[config.mk]
export PLATFORM = sky130hd
export DESIGN_NAME = stopwatch_ctrl
export DESIGN_NICKNAME = d
export VERILOG_FILES = /design/src/rtl/stopwatch_pkg.sv /design/src/rtl/stopwatch_tick.sv /design/src/rtl/stopwatch_ctrl.sv
export SDC_FILE = /design/constraint.sdc
export NUM_CORES = 1
export LEC_CHECK = 0
export CORE_MARGIN = 8
export CORE_UTILIZATION = 50
export DETAILED_ROUTE_END_ITERATION = 10
export DONT_BUFFER_PORTS = 1
export PLACE_DENSITY = 0.74
export SLEW_MARGIN = 20
export SYNTH_ARGS = -nofsm -noshare
export SYNTH_HDL_FRONTEND = slang
export SYNTH_HIERARCHICAL = 1
export SYNTH_SLANG_ARGS = --single-unit
[constraint.sdc]
create_clock -name clk -period 5.46 [get_ports clk]
set_input_delay 0.546 -clock clk [delete_from_list [all_inputs] [get_ports clk]]
set_output_delay 0.546 -clock clk [all_outputs]
set_load 0.01 [all_outputs]
[src/rtl/stopwatch_pkg.sv]
// Shared definitions for the stopwatch controller: state encoding, command codes, BCD limit.
package stopwatch_pkg;

    typedef enum logic [2:0] {
        StIdle    = 3'd0,
        StRunning = 3'd1,
        StLap     = 3'd2,
        StPaused  = 3'd3,
        StDone    = 3'd4
    } state_e;

    localparam logic [1:0] CmdStart = 2'b00;
    localparam logic [1:0] CmdStop  = 2'b01;
    localparam logic [1:0] CmdClear = 2'b10;
    localparam logic [1:0] CmdLap   = 2'b11;

    localparam logic [3:0] BcdMax = 4'd9;

    // True when the three-digit counter reads 999.
    function automatic logic bcd_all_max(input logic [3:0] h, input logic [3:0] t,
                                         input logic [3:0] o);
        return (h == BcdMax) && (t == BcdMax) && (o == BcdMax);
    endfunction

endpackage

[src/rtl/stopwatch_tick.sv]
// Prescaler: counts 0..TICK_DIV-1 while run is high; tick flags the wrapping edge.
module stopwatch_tick #(
    parameter int unsigned TICK_DIV = 50_000_000
) (
    input  logic clk,
    input  logic rst,
    input  logic run,
    input  logic clear,
    output logic tick
);

    localparam int unsigned CW = $clog2(TICK_DIV);
    localparam logic [CW-1:0] Last = CW'(TICK_DIV - 1);

    logic [CW-1:0] pre_q;
    logic [CW-1:0] pre_d;

    // Next prescaler value: clear wins, otherwise advance only while running.
    always_comb begin
        pre_d = pre_q;
        if (clear) begin
            pre_d = '0;
        end else if (run) begin
            pre_d = (pre_q == Last) ? '0 : pre_q + CW'(1);
        end
    end

    // Prescaler register.
    always_ff @(posedge clk) begin
        if (rst) begin
            pre_q <= '0;
        end else begin
            pre_q <= pre_d;
        end
    end

    // High during the cycle whose closing edge performs the wrap.
    assign tick = run && (pre_q == Last);

endmodule

[src/rtl/stopwatch_ctrl.sv]
// Stopwatch controller: command FSM, step gating toward the external BCD chain, lap latch.
module stopwatch_ctrl
    import stopwatch_pkg::*;
#(
    parameter int unsigned TICK_DIV = 50_000_000,
    parameter bit          WRAP     = 1'b0
) (
    input  logic       clk,
    input  logic       rst,
    input  logic       cmd_valid,
    input  logic [1:0] cmd,
    input  logic [3:0] cnt_h,
    input  logic [3:0] cnt_t,
    input  logic [3:0] cnt_o,
    output logic       cnt_en,
    output logic       cnt_clr,
    output logic [3:0] disp_h,
    output logic [3:0] disp_t,
    output logic [3:0] disp_o,
    output logic       running,
    output logic       lap_active,
    output logic       done,
    output logic [2:0] state
);

    state_e      state_q, state_d;
    logic        cnt_en_q, cnt_clr_q;
    logic        running_q, lap_q, done_q;
    logic [11:0] disp_q, disp_d;

    logic tick;
    logic step;
    logic clr_acc;
    logic c_start, c_stop, c_clear, c_lap;
    logic halt;

    assign c_start = cmd_valid && (cmd == CmdStart);
    assign c_stop  = cmd_valid && (cmd == CmdStop);
    assign c_clear = cmd_valid && (cmd == CmdClear);
    assign c_lap   = cmd_valid && (cmd == CmdLap);

    // running_q mirrors "state_q is RUNNING or LAP", so it doubles as the prescaler enable.
    stopwatch_tick #(
        .TICK_DIV (TICK_DIV)
    ) u_tick (
        .clk   (clk),
        .rst   (rst),
        .run   (running_q),
        .clear (clr_acc),
        .tick  (tick)
    );

    // Counter at 999 on a wrap: stop there unless rolling over is allowed.
    assign halt = tick && !WRAP && bcd_all_max(cnt_h, cnt_t, cnt_o);

    // Next state, step gating and display source.
    always_comb begin
        state_d = state_q;
        clr_acc = 1'b0;
        unique case (state_q)
            StIdle: begin
                if (c_start) state_d = StRunning;
            end
            StRunning: begin
                if (c_stop) begin
                    state_d = StPaused;
                end else if (c_clear) begin
                    state_d = StIdle;
                    clr_acc = 1'b1;
                end else if (c_lap) begin
                    state_d = StLap;
                end
            end
            StLap: begin
                if (c_lap) begin
                    state_d = StRunning;
                end else if (c_stop) begin
                    state_d = StPaused;
                end else if (c_clear) begin
                    state_d = StIdle;
                    clr_acc = 1'b1;
                end
            end
            StPaused: begin
                if (c_start) begin
                    state_d = StRunning;
                end else if (c_clear) begin
                    state_d = StIdle;
                    clr_acc = 1'b1;
                end
            end
            StDone: begin
                if (c_clear) begin
                    state_d = StIdle;
                    clr_acc = 1'b1;
                end
            end
            default: state_d = StIdle;
        endcase

        // STOP/CLEAR drop a coincident step; LAP keeps it.
        step = tick && !c_stop && !c_clear && !halt;

        // A halting wrap only takes effect when no command moved the FSM this edge.
        if (halt && (state_d == state_q)) state_d = StDone;

        // Freeze only while staying in LAP; entering LAP latches the pre-step digits.
        disp_d = ((state_q == StLap) && (state_d == StLap)) ? disp_q : {cnt_h, cnt_t, cnt_o};
    end

    // State and registered outputs.
    always_ff @(posedge clk) begin
        if (rst) begin
            state_q   <= StIdle;
            cnt_en_q  <= 1'b0;
            cnt_clr_q <= 1'b0;
            running_q <= 1'b0;
            lap_q     <= 1'b0;
            done_q    <= 1'b0;
            disp_q    <= '0;
        end else begin
            state_q   <= state_d;
            cnt_en_q  <= step;
            cnt_clr_q <= clr_acc;
            running_q <= (state_d == StRunning) || (state_d == StLap);
            lap_q     <= (state_d == StLap);
            done_q    <= (state_d == StDone);
            disp_q    <= disp_d;
        end
    end

    assign cnt_en                   = cnt_en_q;
    assign cnt_clr                  = cnt_clr_q;
    assign running                  = running_q;
    assign lap_active               = lap_q;
    assign done                     = done_q;
    assign state                    = state_q;
    assign {disp_h, disp_t, disp_o} = disp_q;

endmodule

==> results.toml, run 1 <==
[outcome]
outcome = "complete, no violations"

[worst_setup_path]
arrival_ps = 2710
r2r-end = "disp_q[0]"
reg2reg_slack_ps = 2930
criticalPathCategory = "register to register"
r2r_start = "running"
start_kind = "register"
crit_required_ps = 5640
crit_fanout = 12
rr_worst_depth = 8
crit_end = "disp_q[0]"
critPathSlowestCell = "dfxtp_1"
slowest_delay_ps = 560
cp_cell_sequence = "and4_2, nand4_1, nor3_1, and4bb_1, nand4b_1, a211oi_4, nor2_4, mux2i_1"
crit_path_start = "running"
end_kind = "register"

[yosys]
ys_types = 51
netlist_area_um2 = 2376
async_flop_share_pct = 0
synth_seq_cells = 46
syn_nets = 287
ys_warn_count = 6
synth_top_area_share_pct = 38.76
dominantRegCellSynth = "dfxtp_1"
synth.area.top_cells = "dfxtp_1, nand2b_1, mux2i_1, xor2_1, nand4_1"
syn_inst = 268
synth_edf_count = 0
seq_area_frac_synth_pct = 38.76
syn_avg_cell_area_um2 = 8.866
synth_top_area_cell = "dfxtp_1"

[power]
ir_drop_mv = 0.1617
swShare_pct = 20.92
p_sw_w = 0.0001431
pwr-share-clk_pct = 44.2
power.leakage_nw = 0.7808
p_int_w = 0.0005409
share_seq_of_total_power_pct = 51.7
power_density_nw_per_um2 = 273.6
comb_power_share_pct = 4.1

[timing]
min_period_over_period_pct = 46.38
finClkSkew_ps = 9.274
max_slew_margin_pct = 33.20
fin_hold_ws_ps = 304.0
tns_ps = 0
rsz0062_at_grt = "false"
worst_slew_pin_slew_ps = 996.0
finalHoldViolCount = 0
fmaxAchievable_ghz = 0.3949
setup_viol = 0
slew_viol_final = 0
finalCriticalPeriod_ps = 2532

[route]
final_antenna_net_count = 0
wl_per_cell_um = 15.95
vias = 1893
totalWireLength_mm = 5.009
via_per_inst = 6.029
drt_first_pass_iters = 5
drc_errors = 0
drt-initial-drc-count = 134

[floorplan]
start_util_pct = 50.98
ios = 37
core_area_um2 = 4661
placementRows = 25
die-area_um2 = 7214
die_x_um = 84.94
die_h_um = 84.94

[global_routing]
grt_overflow_total = 0
grt_pass1_wl_mm = 8.535
first_global_vias = 1785
grt_antenna_before_repair = 0
grt_max_degree = 33
grt.total_usage_pct = 14.39

[clock_tree]
cts_tree = "done"
ctsHoldBuffers = 0
cts_buffers = 5
htreeDepth = 2
worstSkewPairLatency_ps = 300
post_cts_buffers = 0
clk_path_buf_depth = 2
cts.reportedPaths.clkPinSlew_ps = 90
cts_resized = 0
clkSinkCount = 46
clockRootBuffer = "clkbuf_8"

[final_layout]
layout.nets = 278
ff_latch_area_um2 = 920.9
syn2layout_area_growth_pct = 5.213
fin_util_pct = 53.64
fin_area_um2 = 2500
antennaDiodeCount = 0
drive_above_1_share_pct = 8.077
fillers = 423
multi_input_area_um2 = 1351

[placement]
dp_hpwl_mm = 3.621
portBuffers = 0
gp_congestion = 0.9171
placed_area_um2 = 2362

[worst_hold_path]
hold_class = "primary input to register"

[flow_run]
cap_violations = 0
[critical path, delay by kind of cell (launching register included)]
kind            cells  cell delay [ps]
simple gates        6             1340
flops               1              560
compound gates      1              360
mux                 1              150
[kinds of logic (layout without fill, tap and decap cells)]
kind of cell	after synthesis	in the layout	synth area share (%)
buf+inv	21	13	4.370
xor+xnor	15	15	5.845
compound gates	38	38	10.69
flops	46	46	38.76
fa+ha+maj	2	2	1.053
simple gates	133	133	33.81
mux	13	13	5.476
[power by group through the flow]
stage / clock (W) / combinational (W) / sequential [W]
after floorplan: 0 / 0.0000314 / 0.000357
after global placement: 0 / 0.0000277 / 0.000362
after detailed placement: 0 / 0.0000283 / 0.000362
after CTS: 0.000308 / 0.0000285 / 0.000354
after global routing: 0.000322 / 0.0000312 / 0.000355
final: 0.000302 / 0.0000281 / 0.000354
[through the flow]
stage	power, W	cells	worst slack [ps]
global placement	0.0003893	306	2989
finish	0.0006839	314	2928
global route	0.0007083	314	2699
floorplan	0.0003886	268	3131
detailed placement	0.0003900	306	2934
CTS	0.0006909	314	2943
[layer usage]
| metal | up-vias | GRT usage (%) | routed length (µm) |
|---|---|---|---|
| met5 | - | 0 | 0 |
| met4 | 0 | 5.663 | 66 |
| met3 | 9 | 5.792 | 456 |
| met2 | 61 | 23.05 | 2349 |
| met1 | 868 | 16.72 | 2136 |
| li1 | 955 | - | - |
[flip-flops by register name (all words and copies together), names as in the netlist]
signal	flops
u_tick/pre_q	26
lap_active	1
running	1
cnt_clr	1
state	3
done	1
disp_q	12
cnt_en	1
[cell usage in the layout (no fill, tap or decap), types with 3 or more instances in the layout]
cell type / instances
nand3_1: 8
o31ai_1: 6
clkbuf_8: 5
mux2i_1: 13
nor3_1: 3
a21oi_1: 14
inv_1: 3
dfxtp_1: 46
or4_1: 9
or3_1: 6
o21ai_1: 4
nand2b_1: 26
o21ai_0: 6
xnor2_1: 4
nor4_1: 6
xor2_1: 10
nand2_1: 17
nor2_1: 17
nand4_1: 13
and4_1: 3
nor3b_1: 3
nor2b_1: 3
[worst min-delay path by stage]
| stage | start | endpoint | cells past startpoint |
|---|---|---|---|
| 6_report | rst | state[2] | 1 |
| 5_1_grt | rst | state[2] | 1 |
| 4_1_cts | rst | u_tick/pre_q[6] | 1 |
| 3_5_place_dp | u_tick/pre_q[22] | u_tick/pre_q[22] | 2 |
| 3_3_place_gp | u_tick/pre_q[22] | u_tick/pre_q[22] | 2 |
| 2_1_floorplan | u_tick/pre_q[22] | u_tick/pre_q[22] | 2 |
[cell type report]
type                            count  area share (%)
Multi-Input combinational cell    201           54.05
Sequential cell                    46           36.84
Clock buffer                        5           2.753
Clock inverter                      3           2.753
Tap cell                           54           2.703
Inverter                            4          0.6006
Timing Repair Buffer                1          0.3003
[synthesized netlist by cell type (2+ instances only)]
master    number
a21oi_1       14
and2_1         2
and3_1         2
and4_1         3
and4bb_1       2
buf_2          4
buf_4          3
clkbuf_1       8
dfxtp_1       46
ha_1           2
inv_1          3
mux2i_1       13
nand2_1       17
nand2b_1      26
nand3_1        8
nand4_1       13
nand4b_1       2
nor2_1        17
nor2b_1        3
nor3_1         3
nor3b_1        3
nor4_1         6
o21ai_0        6
o21ai_1        4
o31ai_1        6
or3_1          6
or3_2          2
or4_1          9
xnor2_1        4
xor2_1        10
No activity file was read; power rests on OpenSTA's default activity.
==> inputs of run 2 (changes only) <==
==> constraint.sdc (replaced) <==
create_clock -name clk -period 2.36 [get_ports clk]
set_input_delay 0.236 -clock clk [delete_from_list [all_inputs] [get_ports clk]]
set_output_delay 0.236 -clock clk [all_outputs]
set_load 0.01 [all_outputs]
==> results.toml, run 2 (synthesized netlist as in run 1, its figures left out) <==
[outcome]
outcome = "complete, no violations"

[worst_hold_path]
hold_class = "primary input to register"
hold_path_depth = 1
min_to = "cnt_clr"
min_from = "rst"

[power]
power_density_nw_per_um2 = 545.4
total_power_w = 0.001488
ir_drop_mv = 0.4031
power.leakage_nw = 0.9072

[timing]
finClkSkew_ps = 6.653
fmaxAchievable_ghz = 0.4304
max_slew_margin_pct = 33.03
postLayoutSetupSlackWorst_ps = 36.48
finalHoldViolCount = 0
finalCriticalPeriod_ps = 2324
slew_viol_final = 0
rsz0062_at_grt = "true"
fin_hold_ws_ps = 10.88
worst_slew_pin_slew_ps = 998.5
setup_viol = 0
min_period_over_period_pct = 98.45

[worst_setup_path]
cp_cell_sequence = "ha_4, and3_4, nand4_1, nor3_2, and4bb_1, nand4b_1, a211oi_4, buf_6, nor3b_1, or2_1"
end_kind = "register"
crit_buf_inv = 1
crit_required_ps = 2560
arrival_ps = 2520
slowest_delay_ps = 360
r2r_start = "u_tick/pre_q[1]"
crit_fanout = 3
criticalPathCategory = "register to register"
rr_worst_depth = 10
critPathTopFamily = "simple AND/OR/NAND/NOR gates"
reg2reg_slack_ps = 40
r2r-end = "running"
critPathSlowestCell = "dfxtp_2"
start_kind = "register"

[final_layout]
fillers = 408
syn2layout_area_growth_pct = 14.85
final_cell_mix = "dfxtp_1, nand2b_1, buf_4"
antennaDiodeCount = 0
drive_above_1_share_pct = 19.93
instances_no_fill = 340
layout.nets = 304
largest_register_ffs = 26
top_register = "u_tick/pre_q"
fin_util_pct = 58.55
final_common_cell = "dfxtp_1"

[global_routing]
grt_antenna_before_repair = 0
grt_max_degree = 31
grt_overflow_total = 0
grt_pass1_wl_mm = 8.783
grt.total_usage_pct = 14.83
first_global_vias = 1864

[route]
via_per_inst = 5.885
vias = 2001
drt-initial-drc-count = 156
totalWireLength_mm = 5.473
drc_errors = 0
drt_first_pass_iters = 4
final_antenna_net_count = 0
wl_per_cell_um = 16.10

[placement]
gp_congestion = 0.8630
dp_slack_ps = -5.003
dp_cells = 325
portBuffers = 0
dp_hpwl_mm = 3.832

[clock_tree]
clk_path_buf_depth = 2
worstSkewPairLatency_ps = 300
cts_tree = "done"
clkSinkCount = 46
clockRootBuffer = "clkbuf_8"
htreeDepth = 2
cts.reportedPaths.clkPinSlew_ps = 90
cts_buffers = 5

[floorplan]
die_x_um = 84.94
die_h_um = 84.94
ios = 37
placementRows = 25
start_util_pct = 50.98
die-area_um2 = 7214
core_area_um2 = 4661

[flow_run]
cap_violations = 0
[run 2: cell type report]
cell class | instances | area (µm²) | area share [%]
sequential | 46 | 925.9 | 33.93
clock inverter | 3 | 43.79 | 1.605
tap | 54 | 67.56 | 2.476
multi-input combinational | 202 | 1406 | 51.54
timing repair buffer | 26 | 201.4 | 7.382
clock buffer | 5 | 68.82 | 2.522
inverter | 4 | 15.01 | 0.5502
[run 2: worst max-delay path by stage]
| stage | from | end | slack (ps) | cells past startpoint |
|---|---|---|---|---|
| 6_report | u_tick/pre_q[1] | running | 40 | 10 |
| 5_1_grt | u_tick/pre_q[19] | running | -90 | 9 |
| 4_1_cts | u_tick/pre_q[0] | disp_q[4] | 30 | 9 |
| 3_5_place_dp | u_tick/pre_q[0] | disp_q[6] | -5 | 9 |
| 3_3_place_gp | u_tick/pre_q[18] | running | 70 | 9 |
| 2_1_floorplan | running | disp_q[10] | 30 | 11 |
[run 2: per-layer routing]
| metal | vias to the layer above | global-route usage (%) | routed length [µm] |
|---|---|---|---|
| met5 | - | 0 | 0 |
| met2 | 55 | 25.20 | 2587 |
| li1 | 999 | - | - |
| met1 | 937 | 16.53 | 2336 |
| met3 | 10 | 6.467 | 444 |
| met4 | 0 | 3.722 | 104 |
[run 2: where the power goes]
| part | internal (W) | switching, W |
|---|---|---|
| sequential | 0.000792 | 0.0000214 |
| combinational | 0.0000404 | 0.0000396 |
| clock | 0.000318 | 0.000277 |
[run 2: repair_timing]
action,4_1_cts,5_1_grt
buffers inserted,0,5
endpoints found under the setup margin,12,31
gates cloned,0,1
hold buffers,1,0
resized for setup,1,14
pin swaps,1,8
hold endpoints to repair,3,0
[run 2: metrics by stage]
step,setup TNS (ps),instance area [µm²]
after floorplan,0,2376
after global placement,0,2505
after detailed placement,-6.374,2505
after CTS,0,2633
after global routing,-1028,2729
final,0,2729
==> inputs of run 3 (changes only) <==
--- a/config.mk
+++ b/config.mk
@@ -5,6 +5,7 @@
 export SDC_FILE = /design/constraint.sdc
 export NUM_CORES = 1
 export LEC_CHECK = 0
+export ABC_CLOCK_PERIOD_IN_PS = 2360
 export CORE_MARGIN = 8
 export CORE_UTILIZATION = 50
 export DETAILED_ROUTE_END_ITERATION = 10
==> results of run 3 <==
Final layout, timing and power as in run 2 (identical DEF).
